File: src/rtl/fft_sdf_seq_ctrl.sv
// rtl/fft_sdf_seq_ctrl.sv - handshake-driven sequencer for a radix-2 SDF FFT pipeline
//
// Purpose: replaces free-running mux/twiddle counters with a controller that
// advances the datapath only on accepted samples. It then drains the pipe
// after the final frame.
//
// Ports:
//   clk, rst_n            clock (rising edge), asynchronous active-low reset
//   in_valid / in_ready   sample handshake; in_ready is never a function of in_valid
//   pipe_en               global clock-enable for every datapath delay register
//   in_zero               stage-0 input forced to zero while draining
//   mux_sel[s*MUXC_W+:]   00 butterfly sum, 01 delayed twiddled diff, 10 zero
//   w_idx[s*WIDX_W+:]     twiddle exponent k of W_N^k for stage s
//   out_valid, out_first  real output bin this cycle / bin 0 of a frame
//   frame_cnt             completed output frames (FFT_SEQ_FRAME_CNT_EN only)
//   busy                  controller not idle
//
// Build option: define FFT_SEQ_FRAME_CNT_EN to add the frame_cnt output.
module fft_sdf_seq_ctrl #(
  parameter int LOG2N  = 2,
  parameter int MUXC_W = 2,
  parameter int WIDX_W = 8
) (
  input  logic                      clk,
  input  logic                      rst_n,
  input  logic                      in_valid,
  output logic                      in_ready,
  output logic                      pipe_en,
  output logic                      in_zero,
  output logic [LOG2N*MUXC_W-1:0]   mux_sel,
  output logic [LOG2N*WIDX_W-1:0]   w_idx,
  output logic                      out_valid,
  output logic                      out_first,
`ifdef FFT_SEQ_FRAME_CNT_EN
  output logic [15:0]               frame_cnt,
`endif
  output logic                      busy
);

  localparam int N = 1 << LOG2N;
  localparam logic [LOG2N-1:0] CNT_LAST  = LOG2N'(N - 1);
  localparam logic [LOG2N-1:0] CNT_PENUL = LOG2N'(N - 2);

  typedef enum logic [1:0] {IDLE, RUN, DRAIN} state_t;

  state_t           state, state_d;
  logic [LOG2N-1:0] cnt, cnt_d;
  logic [LOG2N-1:0] fill, fill_d;
  logic [LOG2N-1:0] drain_cnt, drain_d;
  // Low while reset is held and on the first edge after release, so in_ready
  // reads 0 during reset even though the state register already says IDLE.
  logic             armed;
  logic             stage_on;
  logic [LOG2N-1:0] k;
  logic [WIDX_W-1:0] kw;

  always_ff @(posedge clk or negedge rst_n) begin
    if (!rst_n) begin
      state     <= IDLE;
      cnt       <= '0;
      fill      <= '0;
      drain_cnt <= '0;
      armed     <= 1'b0;
    end else begin
      state     <= state_d;
      cnt       <= cnt_d;
      fill      <= fill_d;
      drain_cnt <= drain_d;
      armed     <= 1'b1;
    end
  end

  always_comb begin
    state_d  = state;
    cnt_d    = cnt;
    fill_d   = fill;
    drain_d  = drain_cnt;
    in_ready = armed && (state != DRAIN);
    pipe_en  = 1'b0;
    in_zero  = 1'b0;
    busy     = (state != IDLE);
    case (state)
      IDLE: begin
        if (in_valid && in_ready) begin
          pipe_en = 1'b1;
          cnt_d   = cnt + 1'b1;
          fill_d  = (fill == CNT_LAST) ? fill : fill + 1'b1;
          state_d = RUN;
        end
      end
      RUN: begin
        if (in_valid) begin
          pipe_en = 1'b1;
          cnt_d   = cnt + 1'b1;
          fill_d  = (fill == CNT_LAST) ? fill : fill + 1'b1;
        end else if (cnt == '0) begin
          // A gap right at a frame boundary means the stream has ended.
          state_d = DRAIN;
          drain_d = '0;
        end
      end
      DRAIN: begin
        pipe_en = 1'b1;
        in_zero = 1'b1;
        cnt_d   = cnt + 1'b1;
        if (drain_cnt == CNT_PENUL) begin
          state_d = IDLE;
          cnt_d   = '0;
          fill_d  = '0;
          drain_d = '0;
        end else begin
          drain_d = drain_cnt + 1'b1;
        end
      end
      default: state_d = IDLE;
    endcase
  end

  assign out_valid = pipe_en && (fill == CNT_LAST);
  assign out_first = out_valid && (cnt == CNT_LAST);

  // Stage selects follow cnt in RUN/DRAIN; in IDLE they also follow cnt on the
  // cycle that accepts sample 0 so it is routed into the stage-0 delay line.
  assign stage_on = (state != IDLE) || pipe_en;

  always_comb begin
    mux_sel = '0;
    w_idx   = '0;
    k       = '0;
    kw      = '0;
    for (int s = 0; s < LOG2N; s++) begin
      // Stage s sees sample 0 of a frame N - N/2^s advances after stage 0.
      k  = cnt - LOG2N'(N - (N >> s));
      kw = WIDX_W'(k) & WIDX_W'((1 << (LOG2N - 1 - s)) - 1);
      if (!stage_on) begin
        mux_sel[s*MUXC_W +: MUXC_W] = MUXC_W'(2);
        w_idx[s*WIDX_W +: WIDX_W]   = '0;
      end else if (k[LOG2N-1-s]) begin
        mux_sel[s*MUXC_W +: MUXC_W] = MUXC_W'(0);
        w_idx[s*WIDX_W +: WIDX_W]   = kw << s;
      end else begin
        mux_sel[s*MUXC_W +: MUXC_W] = MUXC_W'(1);
        w_idx[s*WIDX_W +: WIDX_W]   = '0;
      end
    end
  end

`ifdef FFT_SEQ_FRAME_CNT_EN
  // The bin emitted at cnt == N-2 is the last bin of its frame.
  always_ff @(posedge clk or negedge rst_n) begin
    if (!rst_n) begin
      frame_cnt <= '0;
    end else if (out_valid && (cnt == CNT_PENUL)) begin
      frame_cnt <= frame_cnt + 16'd1;
    end
  end
`endif

endmodule

File: config.mk
export PLATFORM = sky130hd
export DESIGN_NAME = fft_sdf_seq_ctrl
export DESIGN_NICKNAME = d
export VERILOG_FILES = /design/src/rtl/fft_sdf_seq_ctrl.sv
export SDC_FILE = /design/constraint.sdc
export NUM_CORES = 1
export LEC_CHECK = 0
export CORE_UTILIZATION = 36
export CTS_BUF_LIST = sky130_fd_sc_hd__clkbuf_16
export CTS_CLUSTER_DIAMETER = 60
export DETAILED_ROUTE_END_ITERATION = 12
export GPL_TIMING_DRIVEN = 0
export MAX_ROUTING_LAYER = met4
export PLACE_DENSITY = 0.86
export SETUP_SLACK_MARGIN = 0.4
export SYNTH_ARGS = -nofsm -noshare
export SYNTH_HDL_FRONTEND = slang
export SYNTH_SLANG_ARGS = --single-unit
File: constraint.sdc
create_clock -name clk -period 1.1 [get_ports clk]
set_input_delay 0.11 -clock clk [delete_from_list [all_inputs] [get_ports clk]]
set_output_delay 0.11 -clock clk [all_outputs]
set_load 0.005 [all_outputs]
==> results.md, run 1 <==
* Status: complete, but fails checks
* Failing checks: setup timing
* Tcrit/Tclk final at 1.429
* Routed vias/inst at 4.601
* Crit-path slowest cell: dfrtp_1
* Clock power share at 0.184
* Die H at 43.94 um
* Worst r2r path cells at 8
* Synth Warn # at 0
* # nets final at 129
* Clock Skew at 2.268 ps
* Cells after synthesis at 68
* First-pass GRT wire length at 2601 um
* Clock Pin Slew Worst Setup and Hold Paths at 40 ps
* DP HPWL at 890.1 um
* CP Depth at 6
* Final Max Slew Viols at 0
* Tot Pwr at 3512 uW
* Crit path max fanout at 5
* Final worst slack at -472.2 ps
* Fin area at 1261 um^2
* Placed insts at 111
* Switching power at 1162 uW
* Unique masters post-synth at 24
* Clk_lat worst skew at 240 ps
* Highest Clock Rate at 0.6360 GHz
* CTS tree: yes
* Adder-cell share of the synthesized area at 0.05929
* DRT iter0 DRCs at 25
* Internal reg-to-reg setup slack at -320 ps
* Worst EP required at 990 ps
* Site row count at 14
* Crit path top cell by count: buf_6
* Compound-gate portion of the synthesized area at 0.1146
* P_int at 2350 uW
* Placed cell area at 873.3 um^2
* Initial Util at 0.4016
* Top cell type by total area after synthesis: dfrtp_1
* Unrepaired setup endpoints after global routing: yes
* Final ANT Viol Nets at 0
* Grt ovf at 0
* Hold Buf Count CTS at 0
* MaxCap Viol Count at 0
* RD Place Congestion at 0.8184
* CP Launch Type: register
* Full die area at 1930 um^2
* Setup violators final at 18
* Largest net degree at the start of global routing at 10
* Hold WS at 185.5 ps
* Antenna violations before repair at 0
* Top cell type's share of synthesized area at 0.3557
* Sequential power share at 0.175
* R2R Path Start: state[1]$_DFFE_PN0P_
* Crit path cell chain: clkbuf_8 -> or2_4 -> a21oi_4 -> buf_6 -> buf_6 -> buf_6
* Most frequent cells in the layout: 24 x buf_4, 20 x buf_6, 16 x conb_1
* GRT Util Overall at 0.2007
* Flops & latches, synth at 9
* Seq/Total Area, Yosys at 0.3557
* Area grow syn2layout at 99.21%
* FF+latch area at 227.7 um^2
* Commonest non-fill, non-tap cell in the layout: buf_4
* Post-synthesis mux area share at 0.08103
* Die extent in x at 43.94 um
* Filler cells at 108
* Synth Area in Simple Gates at 0.1364
* Fin cells at 138
* Crit-path max cell delay at 360 ps
* Num Clock Sinks at 9
* Diodes inserted at 0
* Crit-path leading delay family: buffers and inverters
* Tmin final at 1572 ps
* Final WL at 1726 um
* Longest Clk Path Bufs at 2
* Place WS at -776.4 ps
* # IOs at 29
* Area occupied by multi-input gates at 415.4 um^2
* Max VDD drop at 1851 uV
* CTS Root Cell: clkbuf_16
* Main combinational cell family by area after synthesis: buffers and inverters
* Arrival time at the worst endpoint at 1460 ps
* Syn Area/Cell at 9.310 um^2
* Crit path buf inv count at 4
* Layout cell share with drive strength beyond 1 at 0.6148
* Vias after detailed routing at 635
* Kind of critical path: reg2out
* H-tree levels at 1
* Routed len/inst at 12.51 um
* Number of global-route vias before repair at 556
* Largest cells by area after synthesis: dfrtp_1 36%, buf_4 19%, mux2i_1 6.3%, ha_1 5.9%, and2_1 3.0%
* Switching Share at 0.3308
* Xor/xnor share of the synthesized area at 0.01383
* DRC Markers at 0
* Num CTS Buffers at 3
* Comb power frac at 0.641
* IO buf count at 13
* Mapped cell area at 633.1 um^2
* Core region area at 1577 um^2
* Hold crit path type: in2async
* Hold Fails Final Rpt at 0
* Reg2reg end: drain_cnt[0]$_DFFE_PN0P_
* Drt first pass iters at 6
* P_leak at 0.0006661 uW
* PwrDens at 2785 nW/um^2
* Nature of the critical path endpoint: output pin
-- cell families after synthesis --
group | count (synthesis)
adders and majority gates | 3
buffers and inverters | 22
other | 2
muxes | 5
DFF | 9
AOI/OAI and AO/OA | 11
and+or+nand+nor | 15
xor gates and xnor gates | 1
-- per-layer routing --
metal	share of wire	vias up	GRT usage	routed length, um
met5	0	-	-	0
met4	0.032	0	0.1455	56
met3	0.070	6	0.01667	121
met2	0.51	31	0.3463	882
met1	0.39	299	0.2124	666
li1	-	299	-	-
-- final cells by class --
class	count	area share
Clock inverter	1	0.002976
Buffer	17	0.1091
Clock buffer	3	0.05952
Inverter	5	0.01687
Timing Repair Buffer	36	0.2857
Tap cell	16	0.01587
Sequential cell	9	0.1806
Multi-Input combinational cell	51	0.3294
-- worst register-to-register path, delay by kind of cell (launching register included) --
family | cells | cell delay [ps]
buffers and inverters | 5 | 550
flip-flops | 1 | 360
multiplexers | 1 | 260
AND/OR/NAND/NOR | 2 | 130
-- power groups by stage --
stage          registers (uW)  logic, uW  clock network (uW)
6_report                  614       2250                 646
4_1_cts                   599       1850                 649
3_5_place_dp              603       1290                   0
2_1_floorplan             575        811                   0
5_1_grt                   628       2430                 665
3_3_place_gp              597       1220                   0
-- metrics by stage --
stage | TNS, ps | utilization
after floorplan | -164.7 | -
after global placement | -6448 | 0.5540
after detailed placement | -6838 | 0.5540
after CTS | -4862 | 0.7254
after global routing | -6456 | 0.8000
final | -5701 | 0.8000
-- synth_stat cells (all sizes together) --
| cell type | instances |
|---|---|
| a31oi | 1 |
| a21oi | 3 |
| nor2b | 1 |
| o21ai | 5 |
| mux2i | 4 |
| nor2 | 5 |
| a22o | 1 |
| buf | 16 |
| nand2b | 3 |
| and3 | 1 |
| and2 | 3 |
| dfrtp | 9 |
| mux2 | 1 |
| inv | 5 |
| xnor2 | 1 |
| or2 | 1 |
| ha | 3 |
| conb | 2 |
| or3 | 1 |
| clkbuf | 1 |
| a32o | 1 |
-- registers in the layout (all words and copies together), names as in the netlist --
name / flops
cnt: 2
drain_cnt: 2
fill: 2
state: 2
armed: 1
-- repair_timing --
action	CTS	global route
resized for setup	64	16
pin swaps	8	7
endpoints found under the setup margin	19	19
setup buffers	17	6
-- worst max path at each step --
stage | end | slack, ps | start
4_1_cts | mux_sel[3] | -480 | state[1]$_DFFE_PN0P_
2_1_floorplan | fill[0]$_DFFE_PN0P_ | -50 | fill[0]$_DFFE_PN0P_
3_3_place_gp | out_first | -750 | in_valid
5_1_grt | mux_sel[3] | -510 | state[1]$_DFFE_PN0P_
6_report | mux_sel[3] | -470 | state[1]$_DFFE_PN0P_
3_5_place_dp | out_valid | -780 | in_valid
No activity file was read; power rests on OpenSTA's default activity.
==> run 2: changes to the inputs <==
--- a/config.mk
+++ b/config.mk
@@ -6,7 +6,6 @@
 export NUM_CORES = 1
 export LEC_CHECK = 0
 export CORE_UTILIZATION = 36
-export CTS_BUF_LIST = sky130_fd_sc_hd__clkbuf_16
 export CTS_CLUSTER_DIAMETER = 60
 export DETAILED_ROUTE_END_ITERATION = 12
 export GPL_TIMING_DRIVEN = 0
==> run 2 against run 1 <==
The run still ends with setup timing left; cell count unchanged; clock skew decreased by 1.3 ps; final area decreased by 7.2%; worst hold slack got worse by 43 ps; sequential power increased by 2%; register-to-register slack got worse by 70 ps; sequential share of layout area increased by 1.3 points; non-clock buffer count unchanged; critical path type unchanged; critical endpoint is now mux_sel[0]; highest routed layer unchanged.
==> results.md, run 2 (synthesis gave the netlist of run 1 again) <==
* Place WS at -776.4 ps (unchanged)
* Crit path buf inv count at 2 (was 4)
* Post-layout util at 0.7421 (was 0.8000)
* Drt first pass iters at 6 (unchanged)
* # IOs at 29 (unchanged)
* Arrival time at the worst endpoint at 1530 ps (was 1460 ps)
* Antenna violations before repair at 0 (unchanged)
* # nets final at 129 (unchanged)
* Highest Clock Rate at 0.6107 GHz (was 0.6360 GHz)
* Clock Pin Slew Worst Setup and Hold Paths at 70 ps (was 40 ps)
* Vias after detailed routing at 604 (was 635)
* Nature of the critical path endpoint: output pin (unchanged)
* Most frequent cells in the layout: 28 x buf_4, 17 x buf_6, 16 x conb_1 (was 24 x buf_4, 20 x buf_6, 16 x conb_1)
* Tot Pwr at 3150 uW (was 3512 uW)
* RD Place Congestion at 0.8184 (unchanged)
* P_leak at 0.0006204 uW (was 0.0006661 uW)
* Commonest non-fill, non-tap cell in the layout: buf_4 (unchanged)
* Tcrit/Tclk final at 1.489 (was 1.429)
* Die H at 43.94 um (unchanged)
* Unrepaired setup endpoints after global routing: yes (unchanged)
* Setup_tns at -6985 ps (was -5701 ps)
* Largest net degree at the start of global routing at 10 (unchanged)
* Final WL at 1765 um (was 1726 um)
* Diodes inserted at 0 (unchanged)
* Die extent in x at 43.94 um (unchanged)
* Max VDD drop at 1429 uV (was 1851 uV)
* Failing checks: setup timing (unchanged)
* Worst EP required at 990 ps (about the same)
* Area grow syn2layout at 84.78% (was 99.21%)
* Crit-path slowest cell: dfrtp_2 (was dfrtp_1)
* Final worst slack at -537.6 ps (was -472.2 ps)
* Hold WS at 142.6 ps (was 185.5 ps)
* Clk_lat worst skew at 270 ps (was 240 ps)
* Final ANT Viol Nets at 0 (unchanged)
* MaxCap Viol Count at 0 (unchanged)
* Crit path max fanout at 6 (was 5)
* Routed vias/inst at 4.377 (was 4.601)
* Crit-path max cell delay at 470 ps (was 360 ps)
* IO buf count at 13 (unchanged)
* Full die area at 1930 um^2 (unchanged)
* R2R Path Start: state[1]$_DFFE_PN0P_ (unchanged)
* Core region area at 1577 um^2 (unchanged)
* CTS Root Cell: clkbuf_4 (was clkbuf_16)
* Hold Fails Final Rpt at 0 (unchanged)
* Final Max Slew Viols at 0 (unchanged)
* CP Launch Type: register (unchanged)
* Hold crit path type: in2async (unchanged)
* DP HPWL at 890.1 um (unchanged)
* Worst Setup SP: state[0]$_DFFE_PN0P_ (was state[1]$_DFFE_PN0P_)
* Hold Buf Count CTS at 0 (unchanged)
* Status: complete, but fails checks (unchanged)
* Crit path cell chain: or2_4 -> a21oi_4 -> buf_6 -> nor2_4 -> buf_2 (was clkbuf_8 -> or2_4 -> a21oi_4 -> buf_6 -> buf_6 -> buf_6)
* Number of global-route vias before repair at 568 (was 556)
* First-pass GRT wire length at 2484 um (was 2601 um)
* Grt ovf at 0 (unchanged)
* Num CTS Buffers at 3 (unchanged)
* Site row count at 14 (unchanged)
* Num Clock Sinks at 9 (unchanged)
* DRC Markers at 0 (unchanged)
* Clock Skew at 0.9741 ps (was 2.268 ps)
* Setup violators final at 19 (was 18)
* Longest Clk Path Bufs at 2 (unchanged)
* Kind of critical path: reg2out (unchanged)
* Routed len/inst at 12.79 um (was 12.51 um)
* GRT Util Overall at 0.1815 (was 0.2007)
* DRT iter0 DRCs at 8 (was 25)
* CTS tree: yes (unchanged)
* Crit-path leading delay family: flip-flops (was buffers and inverters)
* Layout cell share with drive strength beyond 1 at 0.6230 (was 0.6148)
* Initial Util at 0.4016 (unchanged)
* Tmin final at 1638 ps (was 1572 ps)
* PwrDens at 2693 nW/um^2 (was 2785 nW/um^2)
* H-tree levels at 1 (unchanged)
## run 2: changes by cell type in the layout (fill, tap and decap cells not counted), moves of 2 or more
cell,previous run,this run
buf_4,24,28
buf_6,20,17
clkbuf_16,3,0
clkbuf_4,0,3
buf_12,2,0
inv_1,4,2
## run 2: stage by stage
step                instance area [um^2]  instances
detailed placement                 873.3        111
global placement                   873.3        111
finish                              1170        138
floorplan                          723.2         82
global route                        1170        138
CTS                                 1057        131
## run 2: layout make-up
class / count / area (um^2)
Multi-Input combinational cell: 51 / 415.4
Fill cell: 128 / 406.6
Timing Repair Buffer: 36 / 322.8
Sequential cell: 9 / 226.5
Buffer: 17 / 137.6
Clock buffer: 4 / 26.28
Inverter: 5 / 21.27
Tap cell: 16 / 20.02
## run 2: timing repair
| action | in CTS | in global routing |
|---|---|---|
| pin swaps | 4 | 7 |
| resized for setup | 61 | 16 |
| endpoints found under the setup margin | 19 | 19 |
| setup buffers | 16 | 7 |
## run 2: routing by layer
metal,part of all wire,vias up,track usage
li1,-,298,-
met1,0.37,273,0.1875
met2,0.55,30,0.3373
met3,0.069,3,0.02917
met4,0.011,0,0.07273
met5,0,-,-
## run 2: worst register-to-register path: cells and delay by family (launching register included)
kind | cells | cell delay (ps)
flip-flops | 1 | 370
AND/OR/NAND/NOR | 2 | 140
buffers and inverters | 5 | 620
multiplexers | 1 | 250
## run 2: power breakdown
group          internal (uW)  switching (uW)
Combinational           1380             872
Sequential               474             150
Clock                    141             135
## run 2: worst paths after layout
path                       slack [ps]  cells past startpoint                        to
max in group asynchronous         630                      1      state[0]$_DFFE_PN0P_
setup / recovery                 -540                      5                mux_sel[0]
setup reg to reg                 -390                      8  drain_cnt[0]$_DFFE_PN0P_
min in group clk                  490                      1       fill[0]$_DFFE_PN0P_
hold / removal                    140                      1  drain_cnt[0]$_DFFE_PN0P_
hold reg to reg                   490                      1       fill[0]$_DFFE_PN0P_
